$ cat src/rtl/hazard_ctrl.sv
// rtl/hazard_ctrl.sv - central hazard controller for the 5-stage MIPS pipeline
module hazard_ctrl #(
  parameter int CNT_W = 16
) (
  input  logic             clk,
  input  logic             rst_n,
  input  logic [4:0]       id_rs,
  input  logic [4:0]       id_rt,
  input  logic             id_uses_rt,
  input  logic             id_ex_mem_read,
  input  logic [4:0]       id_ex_rt,
  input  logic             ex_mispredict,
  input  logic             icache_ready,
  input  logic             dcache_busy,
  output logic             pc_write_en,
  output logic             pc_redirect,
  output logic             if_id_write_en,
  output logic             if_id_flush_en,
  output logic             id_ex_write_en,
  output logic             id_ex_flush_en,
  output logic             ex_mem_write_en,
  output logic             mem_wb_flush_en,
  output logic             icache_discard,
  output logic [CNT_W-1:0] stall_cycles,
  output logic [CNT_W-1:0] flush_count
);

  typedef enum logic {RUN, DSTALL} state_t;

  localparam logic [CNT_W-1:0] CNT_ONE = {{(CNT_W-1){1'b0}}, 1'b1};

  state_t state, state_nxt;
  logic   drop_pending, drop_nxt;
  logic   lu;
  logic   flush_inc;

  always_comb begin
    lu = id_ex_mem_read && (id_ex_rt != 5'd0) &&
         ((id_ex_rt == id_rs) || (id_uses_rt && (id_ex_rt == id_rt)));
  end

  always_comb begin
    state_nxt = state;
    case (state)
      RUN:     if (dcache_busy)  state_nxt = DSTALL;
      DSTALL:  if (!dcache_busy) state_nxt = RUN;
      default: state_nxt = RUN;
    endcase
  end

  always_comb begin
    pc_write_en     = 1'b1;
    pc_redirect     = 1'b0;
    if_id_write_en  = 1'b1;
    if_id_flush_en  = 1'b0;
    id_ex_write_en  = 1'b1;
    id_ex_flush_en  = 1'b0;
    ex_mem_write_en = 1'b1;
    mem_wb_flush_en = 1'b0;
    icache_discard  = 1'b0;
    drop_nxt        = drop_pending;
    flush_inc       = 1'b0;

    // The D-cache freeze holds EX, so a mispredict there re-presents after the miss
    if (dcache_busy) begin
      pc_write_en     = 1'b0;
      if_id_write_en  = 1'b0;
      id_ex_write_en  = 1'b0;
      ex_mem_write_en = 1'b0;
      mem_wb_flush_en = 1'b1;
    end else if (ex_mispredict) begin
      pc_redirect    = 1'b1;
      if_id_flush_en = 1'b1;
      id_ex_flush_en = 1'b1;
      flush_inc      = 1'b1;
      if (!icache_ready) drop_nxt = 1'b1;
    end else if (drop_pending && icache_ready) begin
      // The PC already holds the redirect target; only the stale word is dropped
      icache_discard = 1'b1;
      if_id_flush_en = 1'b1;
      pc_write_en    = 1'b0;
      drop_nxt       = 1'b0;
    end else if (lu) begin
      pc_write_en    = 1'b0;
      if_id_write_en = 1'b0;
      id_ex_flush_en = 1'b1;
    end else if (!icache_ready || drop_pending) begin
      pc_write_en    = 1'b0;
      if_id_flush_en = 1'b1;
    end
  end

  always_ff @(posedge clk or negedge rst_n) begin
    if (!rst_n) begin
      state        <= RUN;
      drop_pending <= 1'b0;
      stall_cycles <= '0;
      flush_count  <= '0;
    end else begin
      state        <= state_nxt;
      drop_pending <= drop_nxt;
      if (!pc_write_en && (stall_cycles != {CNT_W{1'b1}}))
        stall_cycles <= stall_cycles + CNT_ONE;
      if (flush_inc && (flush_count != {CNT_W{1'b1}}))
        flush_count <= flush_count + CNT_ONE;
    end
  end

endmodule

$ cat config.mk
export PLATFORM = sky130hd
export DESIGN_NAME = hazard_ctrl
export DESIGN_NICKNAME = d
export VERILOG_FILES = /design/src/rtl/hazard_ctrl.sv
export SDC_FILE = /design/constraint.sdc
export NUM_CORES = 1
export LEC_CHECK = 0
export CAP_MARGIN = 20
export CORE_MARGIN = 3
export CORE_UTILIZATION = 23
export CTS_CLUSTER_SIZE = 8
export DETAILED_ROUTE_END_ITERATION = 8
export GPL_TIMING_DRIVEN = 0
export RECOVER_POWER = 100
export SYNTH_ARGS = -nofsm -noshare
export SYNTH_HDL_FRONTEND = slang
export SYNTH_SLANG_ARGS = --single-unit
$ cat constraint.sdc
create_clock -name clk -period 2.8 [get_ports clk]
set_clock_uncertainty 0.05 [all_clocks]
set_input_delay 0.56 -clock clk [delete_from_list [all_inputs] [get_ports clk]]
set_output_delay 0.56 -clock clk [all_outputs]
set_load 0.01 [all_outputs]
# Word-level counts from Yosys, hierarchy flattened
# Index checks and enable logic that the tools add are counted.
# totals
ff_bits,33
input_bits,22
# classes
add_sub_neg,2
n_eq_ne,5
n_mux,28
bitwise,1
n_reduce_logical,13
# op_table
operator,n
"16-bit by 1-bit adder with 16-bit output, second input constant",2
"16-bit != test, second input constant",2
1-bit two-way mux,28
5-bit == test,2
1-bit logical AND,6
5-bit nonzero test,1
3-bit AND reduction,1
1-bit zero test,2
1-bit logical OR,2
"2-bit != test, second input constant",1
2-bit nonzero test,1
1-bit NOT,1

# Logic depth before layout (Yosys ltp)
# Gate-level depths: netlist of run 1.
# depth
depth_word,10
mapped_depth,8

# Least setup slack after synthesis of run 1
# OpenSTA, ideal clock, no wires.
# synth_path
path_type,input port to output port
start,input port id_ex_rt[1]
end,output port pc_write_en
arrival_time_ns,1.663
required_ns,2.190
path_slack_ns,0.527
cell_stages,4
n_path_buf,0
path_cell_list,or4_1 -> o21ai_1 -> nor2_1 -> o21ai_0
# synth_via
elab_chain_len,8
elab_cells_between_ends,11
classes_between,eq/ne (2); mux (4); reduce/logical (5)
# synth_lines
element,line,text
"start, declared",11,"input logic [4:0] id_ex_rt,"
5-bit == test,39,((id_ex_rt == id_rs) || (id_uses_rt && (id_ex_rt == id_rt)));
1-bit logical AND,39,
1-bit logical OR,39,
1-bit logical AND (*),38,lu = id_ex_mem_read && (id_ex_rt != 5'd0) &&
1-bit two-way mux (*),83,end else if (lu) begin
1-bit two-way mux (*),77,end else if (drop_pending && icache_ready) begin
1-bit two-way mux (*),71,end else if (ex_mispredict) begin
1-bit two-way mux (*),65,if (dcache_busy) begin
"end, declared",15,"output logic pc_write_en,"
# Mark *: on every way between the ends. The rest lies on a longest branch, timed or not.

# Worst setup path after layout of run 1
# layout_path
start,input port id_rt[2]
end,output port if_id_write_en
# layout_via
elab_chain_len,8
# layout_lines
element,line,text
"start, declared",8,"input logic [4:0] id_rt,"
5-bit == test,39,
1-bit logical AND,39,
1-bit logical OR,39,
1-bit logical AND,38,
1-bit two-way mux,83,
1-bit two-way mux,77,
1-bit two-way mux,71,
1-bit two-way mux,65,
"end, declared",17,"output logic if_id_write_en,"
# Every way passes these cells.

==> results of run 1 <==
final timing paths:
kind,from,endpoint,slack [ns],cells past startpoint
worst max-delay path,id_rt[2],if_id_write_en,0.09,7
worst min-delay path,stall_cycles[15],stall_cycles[15],0.45,1
worst min register to register,stall_cycles[15],stall_cycles[15],0.45,1
max in group asynchronous,rst_n,stall_cycles[4],0.94,1
min in group asynchronous,rst_n,flush_count[15],0.71,1
worst max register to register,stall_cycles[0],stall_cycles[15],0.39,8
area by class of cell:
| class | instances | area [um^2] | share of cell area [%] |
|---|---|---|---|
| sequential | 33 | 826 | 31.4 |
| clock buffer | 7 | 86.3 | 3.28 |
| timing repair buffer | 65 | 622 | 23.7 |
| multi-input combinational | 136 | 921 | 35.0 |
| inverter | 6 | 22.5 | 0.857 |
| tap | 99 | 124 | 4.71 |
| buffer | 4 | 27.5 | 1.05 |
metrics by stage:
| step | TNS [ns] | power (mW) | cell area [um^2] |
|---|---|---|---|
| after CTS | 0 | 1.65 | 2630 |
| after global routing | 0 | 1.69 | 2630 |
| after detailed placement | -2.25 | 1.27 | 2500 |
| after floorplan | 0 | 0.952 | 1770 |
| final | 0 | 1.57 | 2630 |
| after global placement | -2.61 | 1.26 | 2500 |
logic make-up after synthesis:
logic type / count (synthesis) / synth area share, %
AO/OA/AOI/OAI: 16 / 6.16
XOR/XNOR: 37 / 18.3
adder cells (fa/ha/maj): 2 / 1.42
buffers and inverters: 10 / 2.83
flip-flops: 33 / 46.7
multiplexers: 2 / 1.27
AND/OR/NAND/NOR: 79 / 23.3
power by group through the flow:
stage	registers (mW)	logic [mW]	clock network [mW]
4_1_cts	0.728	0.543	0.375
2_1_floorplan	0.752	0.200	0
3_3_place_gp	0.735	0.526	0
6_report	0.722	0.495	0.356
5_1_grt	0.744	0.544	0.400
3_5_place_dp	0.735	0.535	0
flip-flops by register name, indices dropped and copies added (netlist names):
register and count:
drop_pending 1, flush_count 16, stall_cycles 16
routing by layer:
metal | part of all wire, % | up-vias
li1 | - | 765
met1 | 49 | 739
met2 | 44 | 47
met3 | 6.4 | 4
met4 | 0.59 | 0
met5 | 0 | -
worst max-delay path, delay by kind of cell:
kind | cells | cell delay (ns)
buffers and inverters | 2 | 0.73
AOI/OAI and AO/OA | 2 | 0.47
and+or+nand+nor | 2 | 0.15
xor gates and xnor gates | 1 | 0.19
synth_stat cells, drive strengths merged (2+ instances only):
| master | instances |
|---|---|
| nand2 | 14 |
| o21ai | 5 |
| mux2 | 2 |
| nand3 | 15 |
| a31oi | 2 |
| ha | 2 |
| and3 | 5 |
| or2 | 3 |
| nor3 | 6 |
| inv | 6 |
| nor4 | 2 |
| dfrtp | 33 |
| xnor2 | 21 |
| xor2 | 16 |
| nor2 | 16 |
| a21oi | 6 |
| nand2b | 3 |
| nand4 | 9 |
| or4 | 2 |
| buf | 4 |
repair_timing:
item	CTS	global route
gates resized for setup	25	8
hold endpoints to repair	0	0
pin swaps	6	3
buffers inserted	4	0
endpoints found under the setup margin	4	4
==> results.md, run 1 <==
- Final hold violations: 0
- Fill count: 773
- CTS Buffer Depth: 2
- Antenna-violating nets left: 0
- Syn Inst Count: 179
- Final worst slack: 0.0872 ns
- Met2 track demand over resource: 15.8%
- DRT Pass-1 Iters: 4
- Via count: 1555
- Data arrival time of the critical path: 2.10 ns
- HPWL Detailed: 3290 um
- Status: finished with violations
- Clk root buf: clkbuf_8
- Crit path kind: in2out
- Sequential fraction of the synthesis area: 46.7%
- Ports: between 60 and 70
- Total gr overflow: 0
- Hold buffer count at CTS: 0
- Largest net degree at the start of global routing: 34
- Max-slew violation count: 34
- DR vias/cell: 4.44
- Routability congestion estimate: 0.738
- Pre-CTS WS: -0.554 ns
- Die width: 93.7 um
- MaxCap Viol Count: 1
- Mean Syn Cell Area: 9.88 um^2
- Cts bufs inserted: 5
- Switch Pwr: 0.524 mW
- Number of global-route vias before repair: roughly 1500
- Number of diodes: 0
- VDD IR max: 367 uV
- Leakage: 1.20 nW
- First-pass GRT wire length: 7430 um
- Max incr delay on CP: 0.47 ns
- Core area: 7370 um^2
- WP data required: ~2.2 ns
- Syn Nets: a little over 200
- Cell variety after synth: 33
- DP Cell Count: roughly 340
- Synth area leader: dfrtp_1
- Buffers on Ports: 61
- CTS HTree Levels: 2
- Die height: 93.7 um
- Initial antenna violation count: 0
- CTS tree: built
- Final non-filler cell total: 350
- FFs w/ async S/R, synth: 100%
- Hold/Removal Path Class: reg2reg
- Int Pwr: roughly 1.0 mW
- Synthesis Warnings: 0
- EDFF count, synth: 0
- Period minus WS final: ~2.7 ns
- Worst-margin pin slew: between 1.5 and 2 ns
- Fin util: 35.7%
- DRC: 0
- Total wire length: 4560 um
- Met1 Use GR: approximately 14%
- Wire per inst: 13.0 um
- Hold slack final: around 0.45 ns
- Violated checks: max-capacitance violations, max-slew violations
- Tcrit/Tclk final: between 90 and 100%
- Share of layout cells above drive strength 1: 12.7%
- Initial core utilization: a little under a quarter
- Critical-path top delay cell: clkdlybuf4s50_1
- Met3 usage: 3.21%
- Clk sinks: 33
- Critical path startpoint category: primary input
- Clk Latency, worst-skew pair: around 0.27 ns
- All-Layer GR Usage: 10.5%
- Num rows: 31
- Max Freq: 0.369 GHz
- Most frequent cells in the layout: 37 x dlygate4sd3_1, 33 x dfrtp_1, 21 x xnor2_1
- Initial DRC Count: 57
- Post-synthesis register bit count: 33
- Endpoint type of the worst setup path: output port
- Most common cell after layout, fill and taps aside: dlygate4sd3_1
- Unrepaired setup endpoints after global routing: false
- Crit-path max FO: 3
- Layout net count: approximately 280
- Synth top area cells: dfrtp_1 47%, xnor2_1 10%, xor2_1 7.9%
- Sw Share: between 30% and 40%
- Gr busiest metal: met2
- Setup Viol. Count Final: 0
- Cells along the critical path: clkdlybuf4s50_1, xor2_1, nor4_2, a32oi_2, nor2_2, a31oi_1, clkdlybuf4s15_1
- Area Overhead vs Synth: 48.7%
- Clk slew on worst S/H paths: around 0.060 ns
- Gate power share: a little under a third
- Part of the power in registers: 45.9%
- Cell area after synthesis: between 1500 and 2000 um^2
- Synth Flop Type: dfrtp_1
- Clock power frac: 22.6%
- Pwr per Cell Area: 599 nW/um^2
- Die Area: 8780 um^2
- Rel. slew slack: -20.6%
- Yosys top cell area share: 46.7%
Power figures use the tool's default switching activity.
==> inputs of run 2 (changes only) <==
RECOVER_POWER = 25   (was 100)
==> results.md, run 2 (synthesis gave the netlist of run 1 again) <==
- Critical path startpoint category: primary input
- Data arrival time of the critical path: 2.10 ns (about the same)
- Pre-CTS WS: -0.554 ns (unchanged)
- Number of global-route vias before repair: 1531 (unchanged)
- Final hold violations: 0 (unchanged)
- Biggest regs: flush_count (16), stall_cycles (16), drop_pending (1)
- Setup Viol. Count Final: 0 (unchanged)
- Die height: 93.7 um (unchanged)
- Antenna-violating nets left: 0 (unchanged)
- Unrepaired setup endpoints after global routing: false
- Hold buffer count at CTS: 0 (unchanged)
- Crit path kind: in2out
- Endpoint type of the worst setup path: output port
- Most frequent cells in the layout: 48 x clkdlybuf4s50_1, 33 x dfrtp_1, 21 x xnor2_1
- Critical-path top delay cell: clkdlybuf4s50_1
- Worst-case reg-to-reg path depth: 8 (unchanged)
- Routability congestion estimate: 0.738 (unchanged)
- MaxCap Viol Count: 1 (unchanged)
- Initial antenna violation count: 0 (unchanged)
- DRC: 0 (unchanged)
- Clk Latency, worst-skew pair: 0.28 ns (about the same)
- Pwr per Cell Area: 614 nW/um^2 (+2.6%)
- Status: finished with violations
- Hold/Removal Path Class: reg2reg
- Number of diodes: 0 (unchanged)
- Leakage: 1.13 nW (-5.9%)
- Via count: 1546 (-0.58%)
- Clk slew on worst S/H paths: 0.06 ns (about the same)
- Worst-margin pin slew: 1.81 ns (+0.00517 ns)
- Rel. slew slack: -21.0% (-0.34 points)
- CTS HTree Levels: 2 (unchanged)
- Cts bufs inserted: 5 (unchanged)
- DR vias/cell: 4.42 (-0.58%)
- Initial core utilization: 24.0% (unchanged)
- Wire per inst: 13.0 um (about the same)
- WP data required: 2.19 ns (about the same)
- Max Freq: 0.369 GHz (unchanged)
- Buffers on Ports: 61 (unchanged)
- DRT Pass-1 Iters: 3 (-1)
- RR Startpoint: stall_cycles[0]
- Worst R2R End: stall_cycles[15]
- CTS Buffer Depth: 2 (unchanged)
- Largest net degree at the start of global routing: 34 (unchanged)
- Total wire length: 4560 um (about the same)
- Crit path to: if_id_write_en
- Final worst slack: 0.0872 ns (+0.000000900 ns)
- Violated checks: max-capacitance violations, max-slew violations
- Area Overhead vs Synth: 49.1%
- Most common cell after layout, fill and taps aside: clkdlybuf4s50_1
- Period minus WS final: 2.71 ns (-0.000000900 ns)
- First-pass GRT wire length: 7430 um (unchanged)
- Design area: 2640 um^2 (+0.29%)
- Crit-path max FO: 3 (unchanged)
- Clk sinks: 33 (unchanged)
- Max incr delay on CP: 0.47 ns (about the same)
- Crit path launch: id_rt[2]
- CTS tree: built
- Register-to-register setup slack: 0.55 ns (+0.16 ns)
- HPWL Detailed: 3290 um (unchanged)
- VDD IR max: 380 uV (+3.8%)
- Die width: 93.7 um (unchanged)
- Ports: 63 (unchanged)
- All-Layer GR Usage: 10.5% (unchanged)
- Num rows: 31 (unchanged)
- Max-slew violation count: 34 (unchanged)
- Share of layout cells above drive strength 1: 13.5% (+0.80 points)
- Tcrit/Tclk final: 96.9% (about the same)
- Die Area: 8780 um^2 (unchanged)
- Cells along the critical path: clkdlybuf4s50_1, xor2_1, nor4_2, a32oi_2, nor2_2, a31oi_1, clkdlybuf4s15_1
- Layout net count: 275 (unchanged)
- Initial DRC Count: 50 (-12%)
- Post-Place Cell Area: 2500 um^2 (unchanged)
- Clk root buf: clkbuf_8
- Core area: 7370 um^2 (unchanged)
- Total gr overflow: 0 (unchanged)
==> run 2: what timing repair did <==
item | in CTS | in global routing
endpoints found under the setup margin | 4 | 4
buffers inserted | 4 | 0
pin swaps | 6 | 3
gates resized for setup | 25 | 8
==> run 2: worst min path at each step <==
stage                     start          endpoint  slack (ns)  cells after the start
2_1_floorplan             rst_n      drop_pending        0.21                      0
3_3_place_gp   stall_cycles[15]  stall_cycles[15]        0.44                      1
3_5_place_dp   stall_cycles[15]  stall_cycles[15]        0.44                      1
4_1_cts                   rst_n   flush_count[15]        0.33                      1
5_1_grt         stall_cycles[5]   stall_cycles[5]        0.47                      1
6_report        stall_cycles[5]   stall_cycles[5]        0.45                      1
==> run 2: per-layer routing <==
layer | track usage, % | vias to the layer above | routed length (um)
li1 | - | 763 | -
met1 | 14.5 | 732 | 2240
met2 | 15.8 | 47 | 2000
met3 | 3.21 | 4 | 292
met4 | 3.37 | 0 | 27
met5 | 0 | - | 0
==> run 2: worst max-delay path, delay by kind of cell <==
kind                      cells  cell delay, ns
buffers and inverters         2            0.73
and+or+nand+nor               2            0.15
AOI/OAI and AO/OA             2            0.47
xor gates and xnor gates      1            0.19
==> run 2: per-stage QoR <==
| stage | total power [mW] | util [%] | TNS (ns) | hold slack (ns) | instances |
|---|---|---|---|---|---|
| global placement | 1.26 | 34.0 | -2.61 | 0.444 | 339 |
| global route | 1.73 | 35.8 | 0 | 0.475 | 350 |
| CTS | 1.65 | 35.6 | 0 | 0.330 | 350 |
| detailed placement | 1.27 | 33.9 | -2.25 | 0.441 | 339 |
| finish | 1.62 | 35.8 | 0 | 0.453 | 350 |
| floorplan | 0.952 | - | 0 | 0.214 | 179 |
==> run 2: area by class of cell <==
| class | instances | area [um^2] |
|---|---|---|
| Timing Repair Buffer | 65 | 622 |
| Tap cell | 99 | 124 |
| Multi-Input combinational cell | 136 | 928 |
| Sequential cell | 33 | 826 |
| Clock buffer | 7 | 86.3 |
| Fill cell | 774 | 4730 |
| Buffer | 4 | 27.5 |
| Inverter | 6 | 22.5 |
==> run 2: power breakdown <==
| group | switching (mW) | internal, mW |
|---|---|---|
| logic | 0.219 | 0.314 |
| registers | 0.148 | 0.578 |
| clock network | 0.163 | 0.195 |
==> inputs of run 3 (changes only) <==
MAX_ROUTING_LAYER = met4   (was unset)
==> results.md, run 3 (synthesis gave the netlist of run 1 again) <==
- Status: finished with violations
- Violated checks: max-capacitance violations, max-slew violations
- Register area: 826 um^2 (unchanged)
- Hold-critical path depth: 1 (unchanged)
- Met3 WL: 298 um (+2.1%)
- Worst R2R End: stall_cycles[15]
- Buf/Inv on CP: 2 (unchanged)
- Post-Route Setup TNS: 0 ns (unchanged)
- HPWL Detailed: 3290 um (unchanged)
- Crit-path max FO: 3 (unchanged)
- Worst-margin pin slew: 1.80 ns (-0.0142 ns)
- Clk sinks: 33 (unchanged)
- Crit path kind: in2out
- Period minus WS final: 2.71 ns (unchanged)
- DRC: 0 (unchanged)
- Layout net count: 275 (unchanged)
- Hold Crit Start: stall_cycles[5]
- Total gr overflow: 0 (unchanged)
- Max incr delay on CP: 0.47 ns (about the same)
- Critical-path top delay cell: clkdlybuf4s50_1
- Worst-case reg-to-reg path depth: 8 (unchanged)
- Wire per inst: 13.0 um (-0.13%)
- MaxCap Viol Count: 1 (unchanged)
- Final worst slack: 0.0872 ns (unchanged)
- Clk root buf: clkbuf_8
- Routability congestion estimate: 0.747 (+1.2%)
- Die height: 93.7 um (unchanged)
- Number of diodes: 0 (unchanged)
- Die width: 93.7 um (unchanged)
- Final hold violations: 0 (unchanged)
- All-Layer GR Usage: 10.8% (+0.25 points)
- Antenna-violating nets left: 0 (unchanged)
- Via count: 1558 (+0.78%)
- Largest net degree at the start of global routing: 34 (unchanged)
- Endpoint type of the worst setup path: output port
- Register-to-register setup slack: 0.55 ns (about the same)
- Max-slew violation count: 34 (unchanged)
- Pwr per Cell Area: 614 nW/um^2 (about the same)
- Clk slew on worst S/H paths: 0.06 ns (about the same)
- Biggest regs: flush_count (16), stall_cycles (16), drop_pending (1)
- Most common cell after layout, fill and taps aside: clkdlybuf4s50_1
- Rel. slew slack: -20.0% (+0.95 points)
- Hold buffer count at CTS: 0 (unchanged)
- Area Overhead vs Synth: 49.1% (unchanged)
- Met2 wire length: 2000 um (unchanged)
- Pre-CTS WS: -0.554 ns (unchanged)
- Num rows: 31 (unchanged)
- Clk Latency, worst-skew pair: 0.28 ns (about the same)
- Most frequent cells in the layout: 48 x clkdlybuf4s50_1, 33 x dfrtp_1, 21 x xnor2_1
- Post-Place Cell Area: 2500 um^2 (unchanged)
- Data arrival time of the critical path: 2.10 ns (about the same)
- Cell family with most CP delay: buffers and inverters
- Ports: 63 (unchanged)
- Number of global-route vias before repair: 1537 (+0.39%)
- Total wire length: 4550 um (-0.13%)
- Crit path launch: id_rt[2]
- CTS HTree Levels: 2 (unchanged)
- CTS tree: built
- Hold EP: stall_cycles[5]
- Final Power: 1.62 mW (about the same)
- Buffers on Ports: 61 (unchanged)
- Max Freq: 0.369 GHz (unchanged)
- RR Startpoint: stall_cycles[0]
- CTS Buffer Depth: 2 (unchanged)
- Cells along the critical path: clkdlybuf4s50_1, xor2_1, nor4_2, a32oi_2, nor2_2, a31oi_1, clkdlybuf4s15_1
- Die Area: 8780 um^2 (unchanged)
- Initial DRC Count: 34 (-32%)
- Setup Viol. Count Final: 0 (unchanged)
- WP data required: 2.19 ns (about the same)
- VDD IR max: 380 uV (about the same)
- Initial core utilization: 24.0% (unchanged)
- Leakage: 1.13 nW (unchanged)
- Critical path startpoint category: primary input
- Multi-input logic area: 928 um^2 (unchanged)
- Met1 wire length: 2230 um (-0.58%)
- First-pass GRT wire length: 7400 um (-0.38%)
- DR vias/cell: 4.45 (+0.78%)
- Cts bufs inserted: 5 (unchanged)
- Initial antenna violation count: 0 (unchanged)
- Core area: 7370 um^2 (unchanged)
- Hold/Removal Path Class: reg2reg
- Share of layout cells above drive strength 1: 13.5% (unchanged)
- Fill count: 774 (unchanged)
- Unrepaired setup endpoints after global routing: false
- DRT Pass-1 Iters: 4 (+1)
- Tcrit/Tclk final: 96.9% (unchanged)
- DR top layer: met4
- Design area: 2640 um^2 (unchanged)
[run 3: final cells by class]
class | count | share of cell area, %
inverter | 6 | 0.854
timing repair buffer | 65 | 23.6
buffer | 4 | 1.04
sequential | 33 | 31.3
multi-input combinational | 136 | 35.2
clock buffer | 7 | 3.27
tap | 99 | 4.70
[run 3: what timing repair did]
item                                    in CTS  in global routing
buffers inserted                             4                  0
gates resized for setup                     25                  8
gates cloned                                 0                  0
hold endpoints to repair                     0                  0
pin swaps                                    6                  3
endpoints found under the setup margin       4                  4
[run 3: how the worst max path moves through the flow]
stage,end,cells after the start
global route,pc_write_en,8
finish,if_id_write_en,7
floorplan,pc_write_en,4
detailed placement,pc_write_en,6
global placement,id_ex_flush_en,8
CTS,pc_write_en,8
[run 3: power breakdown]
part / switching, mW / internal [mW] / total [mW]
clock: 0.163 / 0.195 / 0.358
sequential: 0.149 / 0.578 / 0.727
combinational: 0.219 / 0.314 / 0.533
[run 3: routing by layer]
layer / track usage, % / vias to the layer above
met2: 15.8 / 52
li1: - / 763
met5: - / -
met1: 14.3 / 739
met4: 3.37 / 0
met3: 3.21 / 4
[run 3: per-stage QoR]
stage	cells	hold slack, ns	util, %
after floorplan	179	0.214	-
after global placement	339	0.444	34.0
after detailed placement	339	0.441	33.9
after CTS	350	0.330	35.6
after global routing	350	0.475	35.8
final	350	0.453	35.8
